--- src/rtl/tdm_demux_pkg.sv ---
// Shared types and default sizing for the TDM demultiplexer.
package tdm_demux_pkg;

    // Frame alignment state: HUNT waits for a frame sync, LOCKED follows slots.
    typedef enum logic {
        HUNT   = 1'b0,
        LOCKED = 1'b1
    } state_t;

    localparam int NCH_DEF = 4;
    localparam int W_DEF   = 8;

    // Slot counter width. Clamped to 1 so that degenerate sizes stay legal.
    function automatic int slot_width(input int nch);
        return (nch > 1) ? $clog2(nch) : 1;
    endfunction

endpackage

--- src/rtl/tdm_slot_ctr.sv ---
// Slot counter: clear, load-to-1 (slot 0 just received) or increment with wrap.
module tdm_slot_ctr
    import tdm_demux_pkg::*;
#(
    parameter int NCH = NCH_DEF,
    parameter int SW  = slot_width(NCH)
) (
    input  logic          CK,
    input  logic          RN,
    input  logic          inc,
    input  logic          load1,
    input  logic          clr,
    output logic [SW-1:0] SLOT
);

    // Clear wins over load, load wins over increment.
    always_ff @(posedge CK or negedge RN) begin
        if (!RN) begin
            SLOT <= '0;
        end else if (clr) begin
            SLOT <= '0;
        end else if (load1) begin
            SLOT <= SW'(1);
        end else if (inc) begin
            if (SLOT == SW'(NCH - 1))
                SLOT <= '0;
            else
                SLOT <= SLOT + 1'b1;
        end
    end

endmodule

--- src/rtl/tdm_demux.sv ---
// TDM demultiplexer: routes a slot-multiplexed word stream into per-channel
// holding registers, tracking frame alignment from the frame sync.
module tdm_demux
    import tdm_demux_pkg::*;
#(
    parameter int NCH = NCH_DEF,
    parameter int W   = W_DEF
) (
    input  logic             CK,
    input  logic             RN,
    input  logic [W-1:0]     D,
    input  logic             DV,
    input  logic             FS,
    output logic [NCH*W-1:0] Q,
    output logic [NCH-1:0]   QV,
    output logic             FD,
    output logic             LOCK,
    output logic             ERR
);

    localparam int SW = slot_width(NCH);

    state_t             state;
    state_t             state_nxt;
    logic [SW-1:0]      slot;

    logic               wr_en;
    logic [SW-1:0]      wr_ch;
    logic               err_set;
    logic               ctr_inc;
    logic               ctr_load1;
    logic               ctr_clr;

    logic [NCH-1:0][W-1:0] q_r;

    tdm_slot_ctr #(
        .NCH (NCH),
        .SW  (SW)
    ) u_slot_ctr (
        .CK    (CK),
        .RN    (RN),
        .inc   (ctr_inc),
        .load1 (ctr_load1),
        .clr   (ctr_clr),
        .SLOT  (slot)
    );

    // State register.
    always_ff @(posedge CK or negedge RN) begin
        if (!RN)
            state <= HUNT;
        else
            state <= state_nxt;
    end

    // Next state: sync acquires lock, a missing sync at slot 0 drops it.
    always_comb begin
        state_nxt = state;
        if (DV) begin
            case (state)
                HUNT:    if (FS) state_nxt = LOCKED;
                LOCKED:  if (!FS && slot == '0) state_nxt = HUNT;
                default: state_nxt = HUNT;
            endcase
        end
    end

    // Per-word decisions: which channel to write, counter action, sync error.
    // An early sync restarts the frame (written as slot 0) but is flagged.
    always_comb begin
        wr_en     = 1'b0;
        wr_ch     = '0;
        err_set   = 1'b0;
        ctr_inc   = 1'b0;
        ctr_load1 = 1'b0;
        ctr_clr   = 1'b0;
        if (DV) begin
            case (state)
                HUNT: begin
                    if (FS) begin
                        wr_en     = 1'b1;
                        ctr_load1 = 1'b1;
                    end
                end
                LOCKED: begin
                    if (FS) begin
                        wr_en     = 1'b1;
                        ctr_load1 = 1'b1;
                        err_set   = (slot != '0);
                    end else if (slot == '0) begin
                        err_set = 1'b1;
                        ctr_clr = 1'b1;
                    end else begin
                        wr_en   = 1'b1;
                        wr_ch   = slot;
                        ctr_inc = 1'b1;
                    end
                end
                default: ;
            endcase
        end
    end

    // Holding registers and one-cycle strobes, all registered.
    always_ff @(posedge CK or negedge RN) begin
        if (!RN) begin
            q_r  <= '0;
            QV   <= '0;
            FD   <= 1'b0;
            LOCK <= 1'b0;
            ERR  <= 1'b0;
        end else begin
            for (int k = 0; k < NCH; k++) begin
                QV[k] <= wr_en && (wr_ch == SW'(k));
                if (wr_en && (wr_ch == SW'(k)))
                    q_r[k] <= D;
            end
            FD   <= wr_en && (wr_ch == SW'(NCH - 1));
            LOCK <= (state_nxt == LOCKED);
            ERR  <= err_set;
        end
    end

    assign Q = q_r;

endmodule

--- config.mk ---
export PLATFORM = sky130hd
export DESIGN_NAME = tdm_demux
export DESIGN_NICKNAME = d
export VERILOG_FILES = /design/src/rtl/tdm_demux_pkg.sv /design/src/rtl/tdm_slot_ctr.sv /design/src/rtl/tdm_demux.sv
export SDC_FILE = /design/constraint.sdc
export NUM_CORES = 1
export LEC_CHECK = 0
export CORE_ASPECT_RATIO = 1.75
export CORE_MARGIN = 4
export CORE_UTILIZATION = 35
export DETAILED_ROUTE_END_ITERATION = 7
export GPL_ROUTABILITY_DRIVEN = 0
export PLACE_DENSITY = 0.69
export RECOVER_POWER = 50
export SYNTH_ARGS = -nofsm -noshare
export SYNTH_HDL_FRONTEND = slang
export SYNTH_SLANG_ARGS = --single-unit
export TNS_END_PERCENT = 10
--- constraint.sdc ---
create_clock -name CK -period 2.3 [get_ports CK]
set_clock_uncertainty 0.15 [all_clocks]
set_input_delay 0.46 -clock CK [delete_from_list [all_inputs] [get_ports CK]]
set_output_delay 0.46 -clock CK [all_outputs]
set_load 0.01 [all_outputs]
# [Word-level counts from Yosys, hierarchy flattened]
# Index checks and enable logic that the tools add are counted.
[totals] reg_bits=41
[classes] n_addsub=1 muxes=26 n_bitwise=1 n_eq_ne=4 n_reduce_logical=10
[op_table] op="2-to-1 mux 1 bit" n=16
[op_table] op="2-to-1 mux 2 bit" n=8
[op_table] op="equality test 2 bit, second input constant" n=3
[op_table] op="logical AND 1 bit" n=5
[op_table] op="zero test 2 bit" n=2
[op_table] op="case mux 1 bit (2 select lines)" n=2
[op_table] op="nonzero test 3 bit" n=1
[op_table] op="adder 2 x 1 -> 2 bit, second input constant" n=1
[op_table] op="equality test 2 x 1 -> 1 bit, second input constant" n=1
[op_table] op="nonzero test 2 bit" n=1
[op_table] op="zero test 1 bit" n=1
[op_table] op="NOT 1 bit" n=1

# [Depth between registers and ports, before layout]
[logic_depth] ltp_word=8 depth_mapped=8

# [Cells and area by module]
# A second synthesis with hierarchy kept.
[hier_totals] hier_cells=105 area_unflattened_um2=1632.8
[by_module_without_submodules] module="tdm_demux" area_per_inst_um2=1530.2 cells_per_inst=96 instances=1
[by_module_without_submodules] module="tdm_slot_ctr" area_per_inst_um2=102.6 cells_per_inst=9 instances=1

# [Worst setup path after synthesis]
# Ideal clock, no wire load.
[synth_timing] path_kind="reg2reg" start="register u_slot_ctr.SLOT[0]" end="register q_r, in the netlist Q[0]" t_required_ns=2.025 path_buffers=1 period_less_slack_ns=2.075 stages_incl_launch_ff=8 arrival_ns=1.800 setup_slack_ns=0.225 path_cell_list="dfrtp_1 > inv_1 > ha_1 > and4bb_4 > and2_1 > buf_6 > nor3_4 > mux2_2"
[synth_between] elab_chain_len=7
[synth_rtl] item="from (decl)" line_no="tdm_slot_ctr.sv:13" text="output logic [SW-1:0] SLOT"
[synth_rtl] item="from (signal assigned)" line_no="tdm_slot_ctr.sv:28" text="SLOT <= SLOT + 1'b1;"
[synth_rtl] item="zero test 2 bit" line_no="tdm_demux.sv:90" text="end else if (slot == '0) begin"
[synth_rtl] item="2-to-1 mux 2 bit" line_no="tdm_demux.sv:90"
[synth_rtl] item="2-to-1 mux 2 bit" line_no="tdm_demux.sv:86" text="if (FS) begin"
[synth_rtl] item="2-to-1 mux 2 bit" line_no="tdm_demux.sv:78" text="case (state)"
[synth_rtl] item="2-to-1 mux 2 bit" line_no="tdm_demux.sv:77" text="if (DV) begin"
[synth_rtl] item="zero test 2 bit" line_no="tdm_demux.sv:115" text="if (wr_en && (wr_ch == SW'(k)))"
[synth_rtl] item="logical AND 1 bit (*)" line_no="tdm_demux.sv:115"
[synth_rtl] item="to (signal assigned)" line_no="tdm_demux.sv:107" text="q_r <= '0;"
[synth_rtl] item="to (signal, indexed assignment)" line_no="tdm_demux.sv:116" text="q_r[k] <= D;"
[synth_rtl] item="to (decl)" line_no="tdm_demux.sv:34" text="logic [NCH-1:0][W-1:0] q_r;"
# Every way passes the cells marked *; elsewhere a longest branch is shown, timed or not.
# A chain may end at the register's enable or synchronous reset.

# [Final worst setup path]
[layout_timing] start="input FS" end="register q_r, in the netlist Q[31]"
[layout_between] elab_chain_len=5
[layout_rtl] item="from (decl)" line_no="tdm_demux.sv:13" text="input logic FS,"
[layout_rtl] item="2-to-1 mux 2 bit" line_no="tdm_demux.sv:86"
[layout_rtl] item="2-to-1 mux 2 bit" line_no="tdm_demux.sv:78"
[layout_rtl] item="2-to-1 mux 2 bit" line_no="tdm_demux.sv:77"
[layout_rtl] item="equality test 2 bit" line_no="tdm_demux.sv:115"
[layout_rtl] item="logical AND 1 bit (*)" line_no="tdm_demux.sv:115"
# Marks and branches as above.

==> results by stage <==
Layout:
- Cells fill 53.9% of the core in the end.
- Excluding fillers, the count of instances in the completed layout stands at 231.
- The number of inserted diodes is 0.
- After the last flow step, the layout net total stands at 195.
- The total of fill cells in the finished design is 400.
- After routing the design area is 2370 um2.
- From synthesis to final layout, the design area changed by 48.1%.
- The share of layout cells above drive strength 1 is 31.1%.

Detailed routing:
- The number of remaining DRC errors is 0.
- The starting DRC count in detailed routing is 13.
- The via density per instance is 4.71.
- The total routed wirelength is 3680 um.
- The remaining antenna violation count after routing is 0.
- After detailed routing, the average wire length per cell comes to 15.9 um.
- The total via count in the routed design is 1089.
- The first-pass iteration count of the detailed router is 4.

Die:
- In this run the count of I/O pins placed on the die edge is 51.
- Once the floorplan was initialized, standard cells occupied 36.4% of the core.
- The count of standard-cell rows is 32.
- The die height is 97.5 um.
- The floorplan step defined a die boundary enclosing 5770 um2.
- The die width is 59.2 um.
- The core area is 4400 um2.

Setup path:
- The signal on the critical path passes through clkdlybuf4s50_1 > inv_1 > ha_1 > nor4_2 > nand2_1 > buf_4 > mux2_2.
- At the worst endpoint, the required time is 2320 ps.
- The setup path with the least slack is of type input pin to register.
- The worst endpoint data arrival time is 2170 ps.
- On the worst path, the slowest cell contributes a delay of 500 ps.
- In this run the worst path has a maximum fanout of 5.
- On the critical path, the stage with the largest delay is an instance of sky130_fd_sc_hd__clkdlybuf4s50_1.
- The type of element capturing the critical path is a register.
- The worst setup path is launched from an input pin.
- The count of cells along the worst register-to-register path is 7.

Yosys:
- The area share of the largest cell type after synthesis is 62.5%.
- The sequential area share after synthesis is 62.5%.
- The synthesized netlist occupies a cell area of 1600 um2.
- In the synthesized netlist, the number of instances is 110.
- In the post-synthesis netlist, the biggest area contributors are sky130_fd_sc_hd__dfrtp_1 62%, sky130_fd_sc_hd__mux2_2 22%, sky130_fd_sc_hd__ha_1 3.1%.
- The count of cell types in the netlist is 19.
- During synthesis, Yosys emitted a total of 0 warnings.
- The largest total area in the synthesized netlist belongs to sky130_fd_sc_hd__dfrtp_1.
- The number of flip-flops and latches in the synthesized netlist is 40.
- A synthesized cell averages 14.6 um2.
- The total nets after synthesis is 126.

Timing:
- The final worst hold slack is 251 ps.
- The clock period minus final worst setup slack is 2150 ps.
- The max-slew headroom at the worst pin is 35.8%.
- The count of final max-slew check failures is 0.
- The top achievable clock speed is 465 MHz.
- The number of setup violations in the final report is 0.
- The final count of hold timing violations came to 0.
- For the final routed database, the setup TNS stands at 0 ps.
- Setup repair after global routing left no endpoint under its margin.
- The final cycle utilization of the critical path is 93.5%.
- For the pin with the worst max-slew slack, the measured transition is 963 ps.

Clocking:
- The largest buffer count on any clock path is 2.
- The insertion delay of the later-clocked pin in the worst-skew pair is 280 ps.
- CTS placed an instance of sky130_fd_sc_hd__clkbuf_8 at the clock tree root.
- The clock drives 40 sinks.
- After clock tree synthesis, the flow added hold-fix buffers numbering 0.
- Clock tree synthesis inserted a total of 5 buffers.
- The deepest level of the CTS H-tree is 2.
- After clock tree synthesis, the clock-pin slew on the worst setup and hold paths is 70 ps.
- TritonCTS built the clock tree.

Placement:
- Once placement finished, the instance area stood at 2250 um2.
- The total of buffers placed on input and output ports is 50.
- The detailed-placement wirelength estimate is 2820 um.
- Once placement completed, the tool counted placed cells totaling 223.

Global routing:
- The via count of the first global-routing pass is 1199.
- For this run, the total global-route usage over all layers was measured as 14.3%.
- The number of antenna violations at the first check in global routing came to 0.
- The first global-routing pass estimated 6060 um of wire.
- The maximum number of pins on one net before global-route repair is 41.
- The overall overflow remaining after global route is 0.

Outcome:
- The flow ran to the end, and the final reports show no timing, DRC or antenna violations.

Power:
- The maximum resistive drop on vdd is 0.658 mV.
- For this design the static power due to leakage is 0.00113 uW.
- The total power divided by cell area is 1250 nW/um2.

Run:
- Across the run, the number of max-cap violations was 0.

Worst hold path:
- The class of the tightest hold or removal check is input pin to async pin.
==> worst paths after layout <==
| check | from | end | slack, ps |
|---|---|---|---|
| max | FS | Q[31] | 150 |
| min in group CK | Q[28] | Q[28] | 350 |
| min | RN | Q[15] | 250 |
| max in group asynchronous | RN | Q[9] | 1150 |
| max reg2reg | u_slot_ctr.SLOT[0] | Q[23] | 150 |
| min reg2reg | Q[28] | Q[28] | 350 |
==> per-stage QoR <==
| stage | setup slack, ps | power (uW) |
|---|---|---|
| after floorplan | 225 | 1680 |
| after global placement | -160 | 2400 |
| final | 150 | 2970 |
| after detailed placement | -203 | 2440 |
| after CTS | 75.0 | 3070 |
| after global routing | 11.0 | 3160 |
==> logic make-up after synthesis <==
logic type               share of synthesized area, %
flip-flops                                       62.5
multiplexers                                     22.5
AND/OR/NAND/NOR                                  6.25
buffers and inverters                            3.12
AO/OA/AOI/OAI                                    2.58
adder cells (fa/ha/maj)                          3.12
==> routing by layer <==
metal,up-vias,global-route usage [%],share of wire (%)
met4,0,6.81,2.3
met1,538,15.6,39
li1,510,-,-
met3,8,3.59,4.5
met2,33,24.5,55
met5,-,0,0
==> layout make-up <==
| type | instances | area, um2 | area share, % |
|---|---|---|---|
| Clock buffer | 7 | 96.3 | 4.06 |
| Multi-Input combinational cell | 60 | 558 | 23.5 |
| Tap cell | 51 | 63.8 | 2.69 |
| Clock inverter | 1 | 30.0 | 1.27 |
| Sequential cell | 40 | 1000 | 42.2 |
| Inverter | 7 | 26.3 | 1.11 |
| Timing Repair Buffer | 65 | 598 | 25.2 |
==> cell usage in the layout (no fill, tap or decap), drive strengths merged, types with 2 or more instances in the layout <==
master          n
dlygate4sd3    14
nand2           5
inv             7
clkdlybuf4s50  35
mux2           32
buf            13
nor2            5
ha              4
nand2b          2
a21oi           5
dfrtp          40
clkbuf         10
==> where the power goes <==
group	switching, uW	total, uW	leakage (uW)	internal [uW]
Sequential	155	1140	0.000506	986
Combinational	486	1220	0.000554	737
Clock	226	609	0.0000645	383
Total	868	2970	0.00113	2110
==> flip-flops by register name, indices dropped and copies added (netlist names) <==
name             flops
u_slot_ctr.SLOT      2
ERR                  1
QV                   3
LOCK                 1
Q                   32
FD                   1
==> cells in the mapped netlist <==
cell and instances:
sky130_fd_sc_hd__dfrtp_1 40, sky130_fd_sc_hd__mux2_2 31, sky130_fd_sc_hd__inv_1 7, sky130_fd_sc_hd__a21oi_1 5, sky130_fd_sc_hd__nand2_1 5, sky130_fd_sc_hd__nor2_1 5, sky130_fd_sc_hd__ha_1 4, sky130_fd_sc_hd__nand2b_1 2
sky130_fd_sc_hd__a221oi_1 1, sky130_fd_sc_hd__a22oi_1 1, sky130_fd_sc_hd__and2_1 1, sky130_fd_sc_hd__and4bb_4 1, sky130_fd_sc_hd__buf_2 1, sky130_fd_sc_hd__buf_4 1, sky130_fd_sc_hd__buf_6 1, sky130_fd_sc_hd__mux2_1 1
sky130_fd_sc_hd__nand3_1 1, sky130_fd_sc_hd__nor3_4 1, sky130_fd_sc_hd__nor4_1 1
==> critical path, delay by kind of cell <==
| kind | cells | cell delay (ps) |
|---|---|---|
| adder cells (fa/ha/maj) | 1 | 230 |
| buffers and inverters | 3 | 730 |
| multiplexers | 1 | 280 |
| AND/OR/NAND/NOR | 2 | 470 |
==> repair_timing <==
item | 4_1_cts | 5_1_grt
setup endpoints to repair | 0 | 16
hold endpoints to repair | 0 | 0
buffers inserted | 0 | 0
gates resized for setup | 0 | 1
No activity file was read; power rests on OpenSTA's default activity.
